[src/rtl/stack_cpu_pkg.sv]
// Shared types and encodings for the stack-processor control unit.
// The decoder, the state register and the bench all use these encodings.
package stack_cpu_pkg;

   localparam int ADDR_W = 13;
   localparam int DATA_W = 8;
   localparam int OPC_W  = 3;

   typedef enum logic [3:0] {
      S_IF1      = 4'd0,
      S_ID       = 4'd1,
      S_IF2      = 4'd2,
      S_MEM_RD   = 4'd3,
      S_PUSH_M   = 4'd4,
      S_POP_A    = 4'd5,
      S_POP_B    = 4'd6,
      S_ALU_PUSH = 4'd7,
      S_MEM_WR   = 4'd8,
      S_JUMP     = 4'd9,
      S_JZ_CHK   = 4'd10,
      S_ERR      = 4'd11
   } state_e;

   typedef enum logic [OPC_W-1:0] {
      OP_ADD  = 3'b000,
      OP_SUB  = 3'b001,
      OP_AND  = 3'b010,
      OP_NOT  = 3'b011,
      OP_PUSH = 3'b100,
      OP_POP  = 3'b101,
      OP_JMP  = 3'b110,
      OP_JZ   = 3'b111
   } opcode_e;

   localparam logic [1:0] ALU_ADD = 2'b00;
   localparam logic [1:0] ALU_SUB = 2'b01;
   localparam logic [1:0] ALU_AND = 2'b10;
   localparam logic [1:0] ALU_NOT = 2'b11;

   localparam logic [1:0] DIN_MDR = 2'b00;
   localparam logic [1:0] DIN_ALU = 2'b01;

   localparam logic ADDR_PC = 1'b0;
   localparam logic ADDR_IR = 1'b1;
   localparam logic PC_INC  = 1'b0;
   localparam logic PC_IR   = 1'b1;

   typedef struct packed {
      logic       mem_read;
      logic       mem_write;
      logic       addr_sel;
      logic       pc_src;
      logic       pc_write;
      logic       ir1_write;
      logic       ir2_write;
      logic       mdr_write;
      logic       a_write;
      logic       b_write;
      logic       stack_push;
      logic       stack_pop;
      logic [1:0] stack_din_sel;
      logic [1:0] alu_op;
      logic       err;
      logic       busy;
   } ctrl_t;

endpackage

[src/rtl/stack_cpu_decode.sv]
// Combinational control-word decoder: current state, ALU selector and
// handshake/stack flags in, every datapath select and strobe out.
module stack_cpu_decode
   import stack_cpu_pkg::*;
(
   input  state_e     state_i,
   input  logic [1:0] alu_op_i,
   input  logic       mem_ready_i,
   input  logic       tos_zero_i,
   input  logic       stack_empty_i,
   input  logic       stack_full_i,
   output ctrl_t      ctrl_o
);

   always_comb begin
      ctrl_o      = '0;
      ctrl_o.busy = (state_i != S_IF1);
      unique case (state_i)
         S_IF1, S_IF2: begin
            ctrl_o.mem_read = 1'b1;
            ctrl_o.addr_sel = ADDR_PC;
            if (mem_ready_i) begin
               ctrl_o.ir1_write = (state_i == S_IF1);
               ctrl_o.ir2_write = (state_i == S_IF2);
               ctrl_o.pc_write  = 1'b1;
               ctrl_o.pc_src    = PC_INC;
            end
         end
         S_MEM_RD: begin
            ctrl_o.mem_read  = 1'b1;
            ctrl_o.addr_sel  = ADDR_IR;
            ctrl_o.mdr_write = mem_ready_i;
         end
         S_PUSH_M: begin
            // A push into a full stack faults instead of pushing.
            ctrl_o.err           = stack_full_i;
            ctrl_o.stack_push    = ~stack_full_i;
            ctrl_o.stack_din_sel = DIN_MDR;
         end
         S_POP_A: begin
            ctrl_o.err       = stack_empty_i;
            ctrl_o.stack_pop = ~stack_empty_i;
            ctrl_o.a_write   = ~stack_empty_i;
         end
         S_POP_B: begin
            ctrl_o.err       = stack_empty_i;
            ctrl_o.stack_pop = ~stack_empty_i;
            ctrl_o.b_write   = ~stack_empty_i;
         end
         S_ALU_PUSH: begin
            ctrl_o.stack_push    = 1'b1;
            ctrl_o.stack_din_sel = DIN_ALU;
            ctrl_o.alu_op        = alu_op_i;
         end
         S_MEM_WR: begin
            ctrl_o.mem_write = 1'b1;
            ctrl_o.addr_sel  = ADDR_IR;
         end
         S_JUMP: begin
            ctrl_o.pc_write = 1'b1;
            ctrl_o.pc_src   = PC_IR;
         end
         S_JZ_CHK: begin
            ctrl_o.pc_write = tos_zero_i;
            ctrl_o.pc_src   = PC_IR;
         end
         S_ERR: ctrl_o.err = 1'b1;
         default: ctrl_o.busy = 1'b1;
      endcase
   end

endmodule

[src/rtl/stack_cpu_controller.sv]
// Multicycle control unit for the 8-bit stack processor: state register,
// next-state sequencing and the decoded control outputs.
module stack_cpu_controller
   import stack_cpu_pkg::*;
(
   input  logic             clk,
   input  logic             rst_n,
   input  logic [OPC_W-1:0] opcode,
   input  logic             mem_ready,
   input  logic             tos_zero,
   input  logic             stack_empty,
   input  logic             stack_full,
   output logic             mem_read,
   output logic             mem_write,
   output logic             addr_sel,
   output logic             pc_src,
   output logic             pc_write,
   output logic             ir1_write,
   output logic             ir2_write,
   output logic             mdr_write,
   output logic             a_write,
   output logic             b_write,
   output logic             stack_push,
   output logic             stack_pop,
   output logic [1:0]       stack_din_sel,
   output logic [1:0]       alu_op,
   output logic             err,
   output logic             busy
);

   state_e  state_q, state_d;
   opcode_e op;
   ctrl_t   ctrl, ctrl_out;

   assign op = opcode_e'(opcode);

   always_comb begin
      state_d = state_q;
      unique case (state_q)
         S_IF1:    if (mem_ready) state_d = S_ID;
         S_ID:     state_d = op[2] ? S_IF2 : S_POP_A;
         S_IF2: begin
            if (mem_ready) begin
               unique case (op)
                  OP_PUSH: state_d = S_MEM_RD;
                  OP_POP:  state_d = S_POP_A;
                  OP_JMP:  state_d = S_JUMP;
                  OP_JZ:   state_d = S_JZ_CHK;
                  default: state_d = S_POP_A;
               endcase
            end
         end
         S_MEM_RD: if (mem_ready) state_d = S_PUSH_M;
         S_PUSH_M: state_d = stack_full ? S_ERR : S_IF1;
         S_POP_A: begin
            if (stack_empty)       state_d = S_ERR;
            else if (op == OP_POP) state_d = S_MEM_WR;
            else if (op == OP_NOT) state_d = S_ALU_PUSH;
            else                   state_d = S_POP_B;
         end
         S_POP_B:    state_d = stack_empty ? S_ERR : S_ALU_PUSH;
         S_ALU_PUSH: state_d = S_IF1;
         S_MEM_WR:   if (mem_ready) state_d = S_IF1;
         S_JUMP:     state_d = S_IF1;
         S_JZ_CHK:   state_d = S_IF1;
         S_ERR:      state_d = S_ERR;
         default:    state_d = S_ERR;
      endcase
   end

   always_ff @(posedge clk or negedge rst_n) begin
      if (!rst_n) state_q <= S_IF1;
      else        state_q <= state_d;
   end

   stack_cpu_decode u_decode (
      .state_i       (state_q),
      .alu_op_i      (opcode[1:0]),
      .mem_ready_i   (mem_ready),
      .tos_zero_i    (tos_zero),
      .stack_empty_i (stack_empty),
      .stack_full_i  (stack_full),
      .ctrl_o        (ctrl)
   );

   // Gating with rst_n drops every strobe the moment reset asserts,
   // including a memory write that has not yet been acknowledged.
   assign ctrl_out = rst_n ? ctrl : '0;

   assign mem_read      = ctrl_out.mem_read;
   assign mem_write     = ctrl_out.mem_write;
   assign addr_sel      = ctrl_out.addr_sel;
   assign pc_src        = ctrl_out.pc_src;
   assign pc_write      = ctrl_out.pc_write;
   assign ir1_write     = ctrl_out.ir1_write;
   assign ir2_write     = ctrl_out.ir2_write;
   assign mdr_write     = ctrl_out.mdr_write;
   assign a_write       = ctrl_out.a_write;
   assign b_write       = ctrl_out.b_write;
   assign stack_push    = ctrl_out.stack_push;
   assign stack_pop     = ctrl_out.stack_pop;
   assign stack_din_sel = ctrl_out.stack_din_sel;
   assign alu_op        = ctrl_out.alu_op;
   assign err           = ctrl_out.err;
   assign busy          = ctrl_out.busy;

endmodule

[config.mk]
export PLATFORM = sky130hd
export DESIGN_NAME = stack_cpu_controller
export DESIGN_NICKNAME = d
export VERILOG_FILES = /design/src/rtl/stack_cpu_pkg.sv /design/src/rtl/stack_cpu_decode.sv /design/src/rtl/stack_cpu_controller.sv
export SDC_FILE = /design/constraint.sdc
export NUM_CORES = 1
export LEC_CHECK = 0
export CORE_UTILIZATION = 42
export DETAILED_ROUTE_END_ITERATION = 12
export PLACE_DENSITY_LB_ADDON = 0.25
export SYNTH_ARGS = -nofsm -noshare
export SYNTH_HDL_FRONTEND = slang
export SYNTH_HIERARCHICAL = 1
export SYNTH_SLANG_ARGS = --single-unit
[constraint.sdc]
create_clock -name clk -period 1.5 [get_ports clk]
set_input_delay 0.225 -clock clk [delete_from_list [all_inputs] [get_ports clk]]
set_output_delay 0.225 -clock clk [all_outputs]
set_load 0.02 [all_outputs]
# After elaboration in Yosys (flattened, before gate mapping)
# Cells that the tools add are included.
# word_totals
wordCells	60
out_inout_bits	18
in_bits	9
reg_bits	4
# classes
n_reduce_logical	9
eq_ne	20
n_mux	28
n_bitwise	2
# op_table
cell	count
one-hot mux 4 bit (9 select lines)	1
two-way mux 4 bit	8
two-way mux 18 bit	1
equality test 4 x 3 -> 1 bit, second input constant	4
equality test 4 bit, second input constant	4
equality test 3 bit, second input constant	4
one-hot mux 4 bit (3 select lines)	1
OR reduction 11 bit	1
two-way mux 1 bit	10
equality test 4 x 2 -> 1 bit, second input constant	2
!= test 2 bit, second input constant	4
two-way mux 3 bit	2
one-hot mux 2 bit (3 select lines)	1
OR reduction 2 bit	3
OR reduction 3 bit	2
equality test 4 x 1 -> 1 bit, second input constant	1
zero test 4 bit	1
two-way mux 2 bit	2
AND reduction 4 bit	1
nonzero test 4 bit	1
equality test 3 x 2 -> 1 bit, second input constant	1
one-hot mux 1 bit (3 select lines)	1
NOT 1 bit	2
one-hot mux 1 bit (2 select lines)	1

# Depth between registers and ports, before layout
# logic_depth
word_depth	5
ltp_mapped	5
ltp_nobuf	4

# Modules after synthesis
# The synthesis kept the hierarchy.
# modules_own_cells
mod	cells_per_inst	instances	seq_area_each_um2	area_per_inst_um2
stack_cpu_controller	72	1	100.1	555.5
stack_cpu_decode	40	1	0.0	252.7

# Worst setup path before layout
# No wires, ideal clock.
# synth_timing
path_kind	flip-flop to output port
from	register state_q[1]
to	output stack_push
path_stages_with_launch	5
t_required_ns	1.275
path_slack_ns	-0.005
path_buffers	1
t_arrival_ns	1.280
path_cell_list	dfrtp_1 -> buf_6 -> or3_4 -> a21oi_2 -> and2_1
# synth_rtl
item	line	text
start, declared	stack_cpu_controller.sv:31	state_e state_q, state_d;
start signal, assigned	stack_cpu_controller.sv:73	else state_q <= state_d;
end, declared	stack_cpu_controller.sv:23	output logic stack_push,

==> flow_metrics.env <==
export IMPL_dieArea_um2=2100
export IMPL_netlist_area_leader_share_pct=17.0
export IMPL_synthesis_nets=121
export IMPL_synth_top_area_cell="and2_1"
export IMPL_dp_slack_ns=-0.639
export IMPL_cts_made_buffers=3
export IMPL_postPlaceCellArea_um2=1250
export IMPL_synth_edff_count=0
export IMPL_netlist_area_um2=808
export IMPL_syn_inst=112
export IMPL_diodes=0
export IMPL_cp_arrival_ns=1.51
export IMPL_syn_to_final_growth_pct=87.8
export IMPL_fmax_mhz=577
export IMPL_first_pass_iters=4
export IMPL_root_buffer="clkbuf_4"
export IMPL_synthDistinctLibCells=41
export IMPL_fin_area_um2=1520
export IMPL_maxCapViolations=0
export IMPL_clock_skew_ns=0.00597
export IMPL_nNetsFinal=180
export IMPL_cts_tree="done"
export IMPL_syn_area_per_cell_um2=7.22
export IMPL_fill_cells=99
export IMPL_cts_clk_slew_worst_paths_ns=0.04
export IMPL_num_rows=15
export IMPL_ys_seq_area_share_pct=12.4
export IMPL_gr_total_overflow=0
export IMPL_report_final_slew_viol_count=0
export IMPL_r2r_start="state_q[0]$_DFFE_PN0P_"
export IMPL_ys_flop_type="dfrtp_1"
export IMPL_port_buffers=25
export IMPL_outcome="finished, violations left"
export IMPL_crit_path_start_kind="flip-flop"
export IMPL_grt_usage_pct=28.2
export IMPL_layout_drive_gt1_share_pct=59.2
export IMPL_io_pins=27
export IMPL_grt_max_degree=20
export IMPL_vias=1114
export IMPL_drt_initial_drc_count=41
export IMPL_grt_first_pass_wirelength_mm=4.28
export IMPL_period_share_pct=115
export IMPL_initial_core_util_pct=45.8
export IMPL_hold_class="primary input to async pin"
export IMPL_hold_ws_ns=0.468
export IMPL_largest_reg_flops=4
export IMPL_htree_levels=1
export IMPL_finalSetupViolations=20
export IMPL_hold_viol=0
export IMPL_critPathMaxFanout=6
export IMPL_wirelength_mm=3.44
export IMPL_relSlewSlack_pct=64.3
export IMPL_wl_per_cell_um=17.7
export IMPL_cts_buffer_depth=2
export IMPL_synth_seq_cells=4
export IMPL_async_reset_ff_share_pct=100
export IMPL_die_y_um=45.9
export IMPL_max_slew_worst_pin_slew_ns=0.535
export IMPL_reg_largest_list="state_q (4)"
export IMPL_finalCriticalPeriod_ns=1.73
export IMPL_dp_hpwl_mm=1.71
export IMPL_violations="setup timing"
export IMPL_grt_pass1_vias=984
export IMPL_crit_type="flip-flop to output port"
export IMPL_post_route_drc_count=0
export IMPL_total_power_mw=2.40
export IMPL_vias_per_cell=5.74
export IMPL_ys_warnings_count=6
export IMPL_synthTopCellsByCount="and2_1, nand2b_1, nor2_1"
export IMPL_antenna_found_initial=0
export IMPL_synth_area_leaders="and2_1, dfrtp_1, buf_6"
export IMPL_p_leak_nw=0.684
export IMPL_gp_congestion=0.832
export IMPL_rsz0062_at_grt="true"
export IMPL_p_per_area_nw_per_um2=1580
export IMPL_antenna_left=0
export IMPL_dieWidth_um=45.9
export IMPL_top_register="state_q"
export IMPL_clk_latency_ns=0.24
export IMPL_core_area_um2=1760
export IMPL_setup_slack_ns=-0.232
export IMPL_clock_sinks=4
export IMPL_cp_required_ns=1.27
export IMPL_irDropWorstVdd_v=0.000969
export IMPL_worstSetupEndpointType="output port"
export IMPL_synth_most_common_cell="and2_1"
export IMPL_crit_path_start="state_q[1]$_DFFE_PN0P_"
what timing repair did:
action	in CTS	in global routing
gates resized for setup	120	37
hold buffers	0	0
buffers inserted	5	3
endpoints found under the setup margin	20	21
cloned	0	1
pin swaps	11	21
cell families after synthesis:
group | share of synthesized area [%]
flip-flops | 12.4
buffers and inverters | 9.29
multiplexers | 2.48
XOR/XNOR | 1.08
AND/OR/NAND/NOR | 53.7
other | 0.464
AO/OA/AOI/OAI | 20.6
per-stage QoR:
step	cells	TNS [ns]	utilization, %
after floorplan	112	0	-
after global placement	183	-7.76	70.6
after detailed placement	183	-8.11	70.6
after CTS	190	-1.92	77.6
after global routing	194	-3.66	86.0
final	194	-2.79	86.0
area by class of cell:
type                            instances  area, um2  area share, %
Timing Repair Buffer                   61        562           37.0
Inverter                                2       7.51          0.495
Clock buffer                            3       22.5           1.48
Multi-Input combinational cell         99        790           52.0
Tap cell                               25       31.3           2.06
Sequential cell                         4        105           6.92
cell usage in the layout (no fill, tap or decap), types with 2 or more instances in the layout:
| cell | instances |
|---|---|
| dfrtp_2 | 4 |
| nand2b_1 | 6 |
| and2_1 | 9 |
| nand2_4 | 2 |
| buf_6 | 22 |
| nand2_2 | 2 |
| o21ai_0 | 2 |
| buf_4 | 27 |
| clkbuf_4 | 3 |
| o21ai_2 | 2 |
| nand3b_1 | 3 |
| nor3_2 | 4 |
| a31oi_1 | 3 |
| a22o_1 | 2 |
| o211ai_1 | 2 |
| a21o_1 | 2 |
| dlygate4sd2_1 | 3 |
| nand2b_4 | 4 |
| nor2_1 | 4 |
| nor3_1 | 2 |
| or2_1 | 2 |
| buf_2 | 3 |
| nand2_1 | 3 |
| clkdlybuf4s50_1 | 5 |
| nor2_4 | 4 |
| and2_4 | 13 |
| o22ai_1 | 2 |
| a21oi_2 | 2 |
| nand4_1 | 2 |
| mux2i_1 | 2 |
| inv_1 | 2 |
power breakdown:
part	total [mW]	switching, mW	leakage (nW)	internal [mW]
Combinational	2.00	0.967	0.624	1.04
Clock	0.133	0.0439	0.0138	0.0895
Sequential	0.262	0.0987	0.0459	0.163
worst max-delay path, stage by stage (launching register included):
cell and delay, ns:
dfrtp_2 0.45, buf_4 0.17, nand2b_1 0.14, and2_4 0.18, nor2_1 0.04, and2_1 0.14
buf_2 0.15
path summary, 6_finish.rpt:
kind                            cells after the start                     end  slack, ns
worst max-delay path                                6                  pc_src      -0.23
worst min-delay path                                3  state_q[0]$_DFFE_PN0P_       0.47
worst max register to register                      7  state_q[0]$_DFFE_PN0P_      -0.17
worst min register to register                      3  state_q[1]$_DFFE_PN0P_       0.84
max in group asynchronous                           3  state_q[3]$_DFFE_PN0P_       0.91
min in group clk                                    4  state_q[1]$_DFFE_PN0P_       0.67
metal layers:
metal  up-vias  track usage [%]  routed length [um]
met4         0             13.5                  68
met3        10             4.37                 194
met2        65             55.5                1860
li1        515                -                   -
met1       524             27.6                1320
met5         -                0                   0
(Power assumes the default switching activity.)
